===== config.mk =====
export PLATFORM = sky130hd
export DESIGN_NAME = occupancy_sequencer
export DESIGN_NICKNAME = d
export VERILOG_FILES = /design/src/rtl/occupancy_pkg.sv /design/src/rtl/occupancy_sequencer_sensor_debounce.sv /design/src/rtl/occupancy_sequencer.sv
export SDC_FILE = /design/constraint.sdc
export NUM_CORES = 1
export LEC_CHECK = 0
export CORE_UTILIZATION = 31
export CTS_CLUSTER_SIZE = 12
export DETAILED_ROUTE_END_ITERATION = 10
export PLACE_DENSITY = 0.54
export SYNTH_ARGS = -nofsm -noshare
export SYNTH_HDL_FRONTEND = slang
export SYNTH_SLANG_ARGS = --single-unit

===== constraint.sdc =====
create_clock -name clk -period 3.6 [get_ports clk]
set_input_delay 0.36 -clock clk [delete_from_list [all_inputs] [get_ports clk]]
set_output_delay 0.36 -clock clk [all_outputs]
set_load 0.005 [all_outputs]

===== src/rtl/occupancy_pkg.sv =====
// occupancy_pkg: shared states, sensor indices and width helper for the occupancy sequencer
package occupancy_pkg;
  typedef enum logic [2:0] {IDLE, IN_A, IN_AB, IN_B, OUT_B, OUT_BA, OUT_A, ERR} state_t;
  localparam int SENSOR_A = 0;
  localparam int SENSOR_B = 1;
  function automatic int clog2(input int v);
    int r;
    r = 0;
    while ((1 << r) < v) r++;
    return (r == 0) ? 1 : r;
  endfunction
endpackage


===== src/rtl/occupancy_sequencer_sensor_debounce.sv =====
// sensor_debounce: 2-flop synchronizer plus stable-count debouncer for one beam sensor
module sensor_debounce
  import occupancy_pkg::*;
#(
  parameter int DEBOUNCE_CYCLES = 50000
) (
  input  logic clk,
  input  logic reset,
  input  logic din,
  output logic dout
);
  localparam int CW = clog2(DEBOUNCE_CYCLES);
  logic sync1_q, sync2_q, level_q, level_d;
  logic [CW-1:0] cnt_q, cnt_d;
  always_comb begin
    level_d = (sync2_q != level_q && cnt_q == CW'(DEBOUNCE_CYCLES - 1)) ? sync2_q : level_q;
    cnt_d = (sync2_q == level_q || level_d != level_q) ? '0 : cnt_q + 1'b1;
  end
  always_ff @(posedge clk) begin
    if (reset) begin
      sync1_q <= 1'b0;
      sync2_q <= 1'b0;
      level_q <= 1'b0;
      cnt_q <= '0;
    end else begin
      sync1_q <= din;
      sync2_q <= sync1_q;
      level_q <= level_d;
      cnt_q <= cnt_d;
    end
  end
  assign dout = level_q;
endmodule


===== src/rtl/occupancy_sequencer.sv =====
// occupancy_sequencer: debounced door-beam crossing FSM driving occupancy count and chime
module occupancy_sequencer
  import occupancy_pkg::*;
#(
  parameter int DEBOUNCE_CYCLES = 50000,
  parameter int SEQ_TIMEOUT = 100000000,
  parameter int SOUND_CYCLES = 25000000,
  parameter int COUNT_WIDTH = 8,
  parameter int MAX_COUNT = 255
) (
  input  logic                   clk,
  input  logic                   reset,
  input  logic [1:0]             sensor_in,
  input  logic                   count_clear,
  output logic [COUNT_WIDTH-1:0] amount,
  output logic                   sound_enable,
  output logic                   entry_pulse,
  output logic                   exit_pulse,
  output logic                   seq_error
);
  localparam int TW = clog2(SEQ_TIMEOUT);
  localparam int SW = clog2(SOUND_CYCLES + 1);
  logic [1:0] db;
  state_t state_q, state_d, nxt;
  logic [TW-1:0] timer_q, timer_d;
  logic [SW-1:0] snd_q, snd_d;
  logic [COUNT_WIDTH-1:0] amount_q, amount_d;
  logic entry_q, entry_d, exit_q, exit_d, err_q, err_d, active, timeout;
  sensor_debounce #(.DEBOUNCE_CYCLES(DEBOUNCE_CYCLES)) u_deb_a (
    .clk(clk), .reset(reset), .din(sensor_in[SENSOR_A]), .dout(db[SENSOR_A])
  );
  sensor_debounce #(.DEBOUNCE_CYCLES(DEBOUNCE_CYCLES)) u_deb_b (
    .clk(clk), .reset(reset), .din(sensor_in[SENSOR_B]), .dout(db[SENSOR_B])
  );
  always_comb begin
    nxt = state_q;
    case (state_q)
      IDLE:    nxt = db == 2'b01 ? IN_A : db == 2'b10 ? OUT_B : db == 2'b11 ? ERR : IDLE;
      IN_A:    nxt = db == 2'b11 ? IN_AB : db == 2'b00 ? IDLE : IN_A;
      IN_AB:   nxt = db == 2'b10 ? IN_B : db == 2'b01 ? IN_A : IN_AB;
      IN_B:    nxt = db == 2'b00 ? IDLE : db == 2'b11 ? IN_AB : IN_B;
      OUT_B:   nxt = db == 2'b11 ? OUT_BA : db == 2'b00 ? IDLE : OUT_B;
      OUT_BA:  nxt = db == 2'b01 ? OUT_A : db == 2'b10 ? OUT_B : OUT_BA;
      OUT_A:   nxt = db == 2'b00 ? IDLE : db == 2'b11 ? OUT_BA : OUT_A;
      default: nxt = db == 2'b00 ? IDLE : ERR;
    endcase
    active = state_q != IDLE && state_q != ERR;
    // a stalled crossing aborts even if the beams happen to change in the same cycle
    timeout = active && timer_q == TW'(SEQ_TIMEOUT - 1);
    state_d = timeout ? ERR : nxt;
    timer_d = (!active || (state_d != state_q && (state_d == IN_A || state_d == OUT_B))) ? '0 : timer_q + 1'b1;
    entry_d = !timeout && state_q == IN_B && nxt == IDLE;
    exit_d = !timeout && state_q == OUT_A && nxt == IDLE;
    err_d = timeout;
    amount_d = count_clear ? '0 :
               (entry_d && amount_q != COUNT_WIDTH'(MAX_COUNT)) ? amount_q + 1'b1 :
               (exit_d && amount_q != '0) ? amount_q - 1'b1 : amount_q;
    snd_d = (entry_d || exit_d) ? SW'(SOUND_CYCLES) : (snd_q != '0) ? snd_q - 1'b1 : snd_q;
  end
  always_ff @(posedge clk) begin
    if (reset) begin
      state_q <= IDLE;
      timer_q <= '0;
      snd_q <= '0;
      amount_q <= '0;
      entry_q <= 1'b0;
      exit_q <= 1'b0;
      err_q <= 1'b0;
    end else begin
      state_q <= state_d;
      timer_q <= timer_d;
      snd_q <= snd_d;
      amount_q <= amount_d;
      entry_q <= entry_d;
      exit_q <= exit_d;
      err_q <= err_d;
    end
  end
  assign amount = amount_q;
  assign sound_enable = snd_q != '0;
  assign entry_pulse = entry_q;
  assign exit_pulse = exit_q;
  assign seq_error = err_q;
endmodule


# ---- After elaboration in Yosys (flattened, before gate mapping)
# Cells that the tools add are included.
dict set report totals {
  register_bits 104
  in_bits 5
  out_inout_bits 12
  wordCells 100
}
dict set report classes {
  addsub 6
  eq_ne 23
  n_mux 24
  n_reduce_logical 31
}
# op count
set op_table {}
lappend op_table {{2-to-1 mux 25 bit} 2}
lappend op_table {{adder 16 x 1 -> 16 bit, second input constant} 2}
lappend op_table {{== test 16 bit, second input constant} 2}
lappend op_table {{adder 27 x 1 -> 27 bit, second input constant} 1}
lappend op_table {{== test 27 bit, second input constant} 1}
lappend op_table {{nonzero test 25 bit} 1}
lappend op_table {{subtractor 25 x 1 -> 25 bit, second input constant} 1}
lappend op_table {{2-to-1 mux 3 bit} 8}
lappend op_table {{case mux 3 bit (7 select lines)} 1}
lappend op_table {{2-to-1 mux 8 bit} 2}
lappend op_table {{== test 3 bit, second input constant} 4}
lappend op_table {{2-to-1 mux 2 bit} 6}
lappend op_table {{logical AND 1 bit} 11}
lappend op_table {{OR reduction 2 bit} 5}
lappend op_table {{adder 8 x 1 -> 8 bit, second input constant} 1}
lappend op_table {{inequality test 8 bit, second input constant} 1}
lappend op_table {{nonzero test 8 bit} 1}
lappend op_table {{subtractor 8 x 1 -> 8 bit, second input constant} 1}
lappend op_table {{== test 3 x 1 -> 1 bit, second input constant} 2}
lappend op_table {{== test 3 x 2 -> 1 bit, second input constant} 2}
lappend op_table {{logical NOT 3 bit} 2}
lappend op_table {{logical OR 1 bit} 5}
lappend op_table {{2-to-1 mux 1 bit} 5}
lappend op_table {{== test 2 bit, second input constant} 2}
lappend op_table {{9 further kinds} 15}

# ---- Longest topological paths before layout
# Gate-level depths: netlist of run 1.
dict set report depth {
  depth_word 11
  ltp_mapped 12
  ltp_nobuf 12
}

# ---- Modules after synthesis
# Synthesis of run 1 repeated with hierarchy kept, for this count alone.
dict set report unflattened {
  hier_cells 574
  area_unflattened_um2 5018.6
}
# module instances cells_per_inst area_each_um2 seq_area_each_um2
set modules_own_cells {}
lappend modules_own_cells {occupancy_sequencer 1 398 3429.5 1321.3}
lappend modules_own_cells {sensor_debounce 2 88 794.5 380.4}

# ---- Worst setup path before layout of run 1
# Ideal clock, no wire load.
dict set report synth_timing {
  path_type {register to register}
  start {reg u_deb_a.level_q (netlist: u_deb_a.dout)}
  end {reg amount_q[7] (netlist: amount[7])}
  setup_time_ps 64
  t_arrival_ps 3229
  t_required_ps 3536
  path_slack_ps 307
  path_stages_with_launch 13
  n_path_buf 0
  synth_period_minus_slack_ps 3293
  path_cell_list {dfxtp_1 inv_1 ha_1 nand2b_1 a31oi_1 o211ai_1 or3_1 ha_1 nand3_1 o2111ai_1 o211ai_1 or4_1 nand4_1}
}
dict set report synth_via {
  elab_chain_cells 9
  word_cells_on_any_way 28
  cone_classes {eq/ne: 3; mux: 18; reduce/logical: 7}
}
# element line_no
set synth_rtl {}
lappend synth_rtl {{from (decl)} occupancy_sequencer_sensor_debounce.sv:13} ;# logic sync1_q, sync2_q, level_q, level_d;
lappend synth_rtl {{from (signal assigned)} occupancy_sequencer_sensor_debounce.sv:28} ;# level_q <= level_d;
lappend synth_rtl {{== test 2 bit} --}
lappend synth_rtl {{2-to-1 mux 3 bit (3 in a row)} occupancy_sequencer.sv:38} ;# IDLE: nxt = db == 2'b01 ? IN_A : db == 2'b10 ? OUT_B : db == 2'b11 ? ERR : IDLE;
lappend synth_rtl {{case mux 3 bit (7 select lines) (*)} occupancy_sequencer.sv:37} ;# case (state_q)
lappend synth_rtl {{logical NOT 3 bit (*)} {occupancy_sequencer.sv:52, occupancy_sequencer.sv:53}}
lappend synth_rtl {{logical AND 1 bit, on equally long branches} {occupancy_sequencer.sv:52, occupancy_sequencer.sv:53}}
lappend synth_rtl {{logical AND 1 bit, on equally long branches} {occupancy_sequencer.sv:56, occupancy_sequencer.sv:57}}
lappend synth_rtl {{2-to-1 mux 8 bit / nonzero test 2 bit (equally long branches)} --}
lappend synth_rtl {{to (signal assigned)} occupancy_sequencer.sv:73} ;# amount_q <= amount_d;
lappend synth_rtl {{to (decl)} occupancy_sequencer.sv:27} ;# logic [COUNT_WIDTH-1:0] amount_q, amount_d;
# Mark *: on every way between the ends. The rest lies on a longest branch, timed or not.
# A chain may end at the register's enable or synchronous reset.

# ---- Worst setup path in the final report of run 1
dict set report layout_timing {
  start {reg u_deb_b.level_q (netlist: u_deb_b.dout)}
  end {reg amount_q[7] (netlist: amount[7])}
}
dict set report layout_via {
  elab_chain_cells 9
  word_cells_on_any_way 28
  cone_classes {eq/ne: 3; mux: 18; reduce/logical: 7}
}
# element line_no
set layout_rtl {}
lappend layout_rtl {{from (decl)} occupancy_sequencer_sensor_debounce.sv:13}
lappend layout_rtl {{from (signal assigned)} occupancy_sequencer_sensor_debounce.sv:28}
lappend layout_rtl {{== test 2 bit} --}
lappend layout_rtl {{2-to-1 mux 3 bit (3 in a row)} occupancy_sequencer.sv:38}
lappend layout_rtl {{case mux 3 bit (7 select lines) (*)} occupancy_sequencer.sv:37}
lappend layout_rtl {{logical NOT 3 bit (*)} {occupancy_sequencer.sv:52, occupancy_sequencer.sv:53}}
lappend layout_rtl {{logical AND 1 bit, on equally long branches} {occupancy_sequencer.sv:52, occupancy_sequencer.sv:53}}
lappend layout_rtl {{logical AND 1 bit, on equally long branches} {occupancy_sequencer.sv:56, occupancy_sequencer.sv:57}}
lappend layout_rtl {{2-to-1 mux 8 bit / nonzero test 2 bit (equally long branches)} --}
# Marked as above.

==> flow_summary_export.csv, run 1 <==
group,metric,value,unit
timing,tightest_slew,1.11,ns
timing,maxSlewViolCount,0,
global_route,grt_pass1_wl,19.4,mm
routing,avgRoutedWirePerCell,13.5,µm
setup_path,endpoint_kind,"flop",
synth,yosysWarnings,0,
cts,cts_buffers,9,
synth,synth_adder_area_share,0.0407,
setup_path,path_cells,"inv_1, ha_1, nand2b_1, a31oi_1, o211ai_1, or3_4, ha_1, nand3_1, o2111ai_1, o211ai_1, or4_1, nand4_1",
synth,synth_top_family_by_area,"simple AND/OR/NAND/NOR gates",
routing,drt-vias-per-instance,5.20,
timing,fin_ws,0.247,ns
floorplanning,num_rows,47,
worst_hold_path,whs_endpoint,"u_deb_a.sync2_q",
timing,fin_crit_sh,0.931,
place,routabilityCongestion,0.805,
run,max_cap_viol_count,0,
layout,num-fill-cells,1752,
timing,finalSetupViolCount,0,
cts,cts_tree,"built",
place,io_buffers,16,
pwr,p_per_area,536,mW/mm²
floorplanning,die_y,134,µm
global_route,grtUsageMet3,0.0348,
cts,cts_setup_buffers,0,
setup_path,r2r_cells,12,
routing,drtAntennaViolNets,0,
worst_hold_path,hp-class,"flop to flop",
setup_path,worstPathMaxFanout,7,
place,post-dp-hpwl,7.79,mm
place,dp_cells,821,
setup_path,startpoint_type,"flop",
routing,num_vias,4349,
timing,period_minus_slack,3.35,ns
cts,cts_resized,0,
layout,drive_gt1_frac,0.0810,
global_route,grt_pass1_vias,4153,
routing,drc,0,
place,place_ws,0.187,ns
floorplanning,core_area,0.0168,mm²
setup_path,r2r_end,"amount[7]",
timing,hold_viol,0,
cts,htree_levels,3,
synth,synth-simple-area-share,0.261,
floorplanning,die-area,0.0180,mm²
synth,synth_common_cells,"dfxtp_1 (104), nor2_1 (65), xor2_1 (49)",
timing,rsz0062_at_grt,"false",
setup_path,max_stage_delay,0.49,ns
global_route,grt_max_degree,31,
synth,synth_most_common_cell,"dfxtp_1",
layout,nets,634,
synth,synth_seq_area_share,0.385,
synth,syn_inst,604,
cts,root_buffer,"clkbuf_16",
synth,synth_xor_area_frac,0.113,
floorplanning,ios,17,
layout,antenna_cells,0,
synth,async_flop_share,0,
floorplanning,floorplan.initialDensity,0.322,
synth,synth_top_area_cell,"dfxtp_1",
pwr,p_leak,2.06,nW
synth,synth.net_count,626,
global_route,busiest_layer,"met2",
synth,avgSynthCellArea,8.96,µm²
global_route,grt_use_met2,0.223,
pwr,vdd_drop_max,0.000275,V
worst_hold_path,whs_path_depth,1,
synth,yosys.area.top_type_share,0.385,
layout,stdcell_count,837,
timing,slew-limit-headroom,0.255,
synth,synthMuxAreaShare,0.0245,
place,dpl-instance-area,0.00576,mm²
synth,ys.flop_type,"dfxtp_1",
floorplanning,die_x,134,µm
setup_path,r2r-start,"u_deb_b.dout",
cts,holdBufCountCts,0,
timing,fin_tns_setup,0,ns
global_route,antenna_found_initial,0,
setup_path,slowest_stage,"or4_1",
layout,design_area,0.00605,mm²
synth,syn-cell-area,0.00541,mm²
status,outcome,"completed",
synth,ys_ff_latch,104,
cts,cts_sinks,104,
synth,synthTopCellsByArea,"dfxtp_1 (38%), xor2_1 (7.9%), nor2_1 (4.5%)",
routing,firstDrtPassIters,5,
setup_path,required,3.89,ns
routing,drt_iter0_drc,205,
cts,cts_buffer_depth,2,
cts,worst_skew_pair.late_latency,0.35,ns
worst_hold_path,hp-start,"u_deb_a.sync1_q",
cts,path_clk_slew,0.07,ns
layout,area.growth.synth_to_final,11.8,%
synth,synth_compound_area_frac,0.135,
timing,finalClockSkew,0.00915,ns
timing,clock.fmax,0.298,GHz
setup_path,critPathKind,"flop to flop",
synth,synth-edff-count,0,
synth,synth_cell_types,61,
routing,routed_wl,11.3,mm
setup_path,r2r_slack,0.25,ns
setup_path,arrival,3.65,ns
global_route,met1_usage,0.163,
global_route,grt_util_all_layers,0.132,
global_route,overflow,0,
per-layer routing:
metal  share of wire  vias up
met5               0        -
met4           0.017        0
met3           0.033       16
met2            0.48       60
met1            0.47     2059
li1                -     2214
cells by family (layout without fill, tap and decap cells):
logic type               count (synthesis)  count (layout)
AND/OR/NAND/NOR                        252             252
flip-flops                             104             104
AO/OA/AOI/OAI                          103             103
XOR/XNOR                                70              70
buffers and inverters                   45              58
adder cells (fa/ha/maj)                 17              17
multiplexers                            13              13
worst max-delay path by stage:
stage	startpoint	endpoint	slack, ns
2_1_floorplan	u_deb_a.dout	amount[7]	0.31
3_3_place_gp	u_deb_a.dout	amount[7]	0.27
3_5_place_dp	u_deb_b.dout	amount[7]	0.19
4_1_cts	u_deb_b.dout	amount[7]	0.15
5_1_grt	u_deb_b.dout	amount[7]	0.005
6_report	u_deb_b.dout	amount[7]	0.25
worst max-delay path: cells and delay by family (launching register included):
family | cells | cell delay (ns)
simple gates | 5 | 1.32
compound gates | 4 | 0.82
fa+ha+maj | 2 | 0.75
flops | 1 | 0.33
buf+inv | 1 | 0.09
power breakdown:
part / switching [mW] / internal [mW]
Clock: 0.448 / 0.491
Combinational: 0.568 / 0.369
Sequential: 0.120 / 1.25
metrics by stage:
stage,power [mW],hold slack [ns],util
2_1_floorplan,2.15,0.414,-
3_3_place_gp,2.30,0.416,0.343
3_5_place_dp,2.33,0.422,0.343
4_1_cts,3.28,0.452,0.359
5_1_grt,3.45,0.471,0.360
6_report,3.25,0.444,0.360
cell usage in the layout (no fill, tap or decap), drive strengths merged, types with 16 or more instances in the layout:
| master | netlist | routed |
|---|---|---|
| clkdlybuf4s50 | 0 | 16 |
| xnor2 | 21 | 21 |
| dfxtp | 104 | 104 |
| nand3 | 34 | 34 |
| a211oi | 31 | 31 |
| or4 | 16 | 16 |
| xor2 | 49 | 49 |
| nor2 | 65 | 65 |
| nand2 | 37 | 37 |
| a21oi | 19 | 19 |
| ha | 16 | 16 |
| nand4 | 22 | 22 |
| inv | 18 | 20 |
state kept, by name, indices dropped and copies added, names as in the netlist, 3 cells and up:
register       flops
timer_q           27
snd_q             25
u_deb_a.cnt_q     16
u_deb_b.cnt_q     16
amount             8
state_q            3
layout make-up:
class | instances | area (µm²) | area share
multi-input combinational | 455 | 3120 | 0.516
sequential | 104 | 2080 | 0.344
tap | 220 | 275 | 0.0455
clock buffer | 10 | 239 | 0.0395
timing repair buffer | 24 | 220 | 0.0364
inverter | 18 | 67.6 | 0.0112
clock inverter | 6 | 42.5 | 0.00703
(Power assumes the default switching activity.)
==> run 2, diff against run 1 <==
--- a/config.mk
+++ b/config.mk
@@ -5,10 +5,10 @@
 export SDC_FILE = /design/constraint.sdc
 export NUM_CORES = 1
 export LEC_CHECK = 0
-export CORE_UTILIZATION = 31
+export CORE_UTILIZATION = 60
 export CTS_CLUSTER_SIZE = 12
 export DETAILED_ROUTE_END_ITERATION = 10
-export PLACE_DENSITY = 0.54
+export PLACE_DENSITY = 0.86
 export SYNTH_ARGS = -nofsm -noshare
 export SYNTH_HDL_FRONTEND = slang
 export SYNTH_SLANG_ARGS = --single-unit
==> run 2 against run 1 <==
Cell area shrank 2.7%. Fmax grew 0.27%. First-iteration DRC count shrank 13%. Combinational power is essentially flat. Sequential power is essentially flat. Largest cell class unchanged. Largest power group unchanged. Highest routed layer unchanged.
==> flow_summary_export.csv, run 2 (synthesis results as in run 1) <==
group,metric,value,unit
routing,firstDrtPassIters,4,
layout,stdcell_count,729,
floorplanning,ios,17,
pwr,p_per_area,520,mW/mm²
run,max_cap_viol_count,0,
setup_path,startpoint_type,"flop",
layout,area.growth.synth_to_final,8.76,%
setup_path,r2r_end,"amount[7]",
routing,drtAntennaViolNets,0,
global_route,grtUsageMet3,0.0470,
global_route,busiest_layer,"met2",
cts,cts_tree,"built",
cts,holdBufCountCts,0,
layout,layout_commonest_cell,"dfxtp_1",
worst_hold_path,hp-class,"flop to flop",
timing,rsz0062_at_grt,"false",
floorplanning,die_y,97.0,µm
layout,regArea,0.00208,mm²
layout,multi_input_area,0.00313,mm²
global_route,grt_util_all_layers,0.233,
floorplanning,core_area,0.00872,mm²
pwr,p_leak,2.05,nW
layout,nets,638,
setup_path,r2r_cells,12,
worst_hold_path,hp-start,"u_deb_b.sync1_q",
routing,drc,0,
setup_path,r2r-start,"u_deb_a.dout",
setup_path,arrival,3.65,ns
layout,final_cell_mix,"dfxtp_1 (102), nor2_1 (65), xor2_1 (49), nand2_1 (37), nand3_1 (33)",
layout,largest_reg_flops,27,
layout,top_regs,"timer_q (27), snd_q (25)",
global_route,overflow,0,
global_route,grt_use_met2,0.405,
setup_path,r2r_slack,0.26,ns
setup_path,endpoint_kind,"flop",
cts,cts_buffers,9,
timing,slew-limit-headroom,0.307,
layout,num-fill-cells,713,
global_route,grt_pass1_wl,18.7,mm
floorplanning,floorplan.initialDensity,0.621,
timing,hold_viol,0,
timing,finalSetupViolCount,0,
global_route,grt_max_degree,29,
cts,root_buffer,"clkbuf_8",
place,dp_cells,713,
floorplanning,die_x,97.0,µm
setup_path,critPathKind,"flop to flop",
cts,cts_sinks,104,
routing,avgRoutedWirePerCell,14.7,µm
timing,fin_tns_setup,0,ns
cts,cts_setup_buffers,0,
routing,routed_wl,10.7,mm
cts,worst_skew_pair.late_latency,0.36,ns
timing,fin_crit_sh,0.929,
cts,htree_levels,3,
cts,cts_buffer_depth,2,
cts,path_clk_slew,0.09,ns
timing,finalClockSkew,0.0141,ns
place,io_buffers,16,
setup_path,worstPathMaxFanout,7,
global_route,antenna_found_initial,0,
status,outcome,"completed",
place,post-dp-hpwl,7.61,mm
layout,drive_gt1_frac,0.0918,
setup_path,cp-endpoint,"amount[7]",
timing,maxSlewViolCount,0,
layout,antenna_cells,0,
routing,drt_iter0_drc,178,
floorplanning,num_rows,34,
setup_path,cp-startpoint,"u_deb_a.dout",
timing,period_minus_slack,3.34,ns
floorplanning,die-area,0.00940,mm²
timing,tightest_slew,1.04,ns
routing,num_vias,4433,
layout,largest-register,"timer_q",
place,routabilityCongestion,0.847,
pwr,vdd_drop_max,0.000288,V
routing,drt-vias-per-instance,6.08,
cts,cts_resized,0,
timing,clock.fmax,0.299,GHz
global_route,met1_usage,0.292,
global_route,grt_pass1_vias,4277,
setup_path,required,3.90,ns
## run 2: cell count changes in the layout (fill, tap and decap cells not counted), moves of 2 or more
cell / delta
clkinv_4: +2
buf_4: +4
clkbuf_16: -9
clkinv_2: -2
clkbuf_8: +10
## run 2: power by group
part           total [mW]  internal (mW)  switching, mW
Combinational       0.939          0.373          0.566
Clock               0.760          0.364          0.395
Sequential           1.36           1.25          0.115
## run 2: final cells by class
class                           count  area share
Inverter                           18      0.0115
Timing Repair Buffer               28      0.0425
Clock buffer                       11      0.0257
Tap cell                          108      0.0230
Multi-Input combinational cell    455       0.532
Sequential cell                   104       0.354
Clock inverter                      5      0.0108
## run 2: stage by stage
| stage | total power, mW | hold WS, ns | instance area, µm² | util | worst slack (ns) |
|---|---|---|---|---|---|
| CTS | 3.08 | 0.455 | 5870 | 0.673 | 0.0472 |
| global placement | 2.28 | 0.418 | 5650 | 0.648 | 0.237 |
| finish | 3.06 | 0.448 | 5890 | 0.675 | 0.256 |
| detailed placement | 2.32 | 0.427 | 5650 | 0.648 | 0.0854 |
| global route | 3.26 | 0.465 | 5890 | 0.675 | 0.0297 |
| floorplan | 2.15 | 0.414 | 5410 | - | 0.307 |
## run 2: worst min-delay path by stage
stage,endpoint,slack [ns],cells past startpoint
global route,u_deb_a.sync2_q,0.47,1
CTS,u_deb_b.sync2_q,0.45,1
detailed placement,u_deb_b.sync2_q,0.43,1
global placement,u_deb_a.sync2_q,0.42,1
floorplan,u_deb_a.sync2_q,0.41,1
finish,u_deb_b.sync2_q,0.45,1
## run 2: layer usage
layer  wire length [µm]  up-vias  share of wire
met3                371        5          0.035
li1                   -     2213              -
met2               5380       72           0.50
met1               4940     2143           0.46
met5                  0        -              0
met4                 59        0         0.0055
## run 2: worst max-delay path, cell delays in order, from the launching register on
cell,delay [ns]
dfxtp_2,0.39
inv_1,0.10
ha_1,0.31
nand2b_1,0.16
a31oi_2,0.24
o211ai_1,0.16
or3_4,0.46
ha_1,0.38
nand3_1,0.13
o2111ai_1,0.20
o211ai_1,0.17
or4_1,0.50
nand4_1,0.08
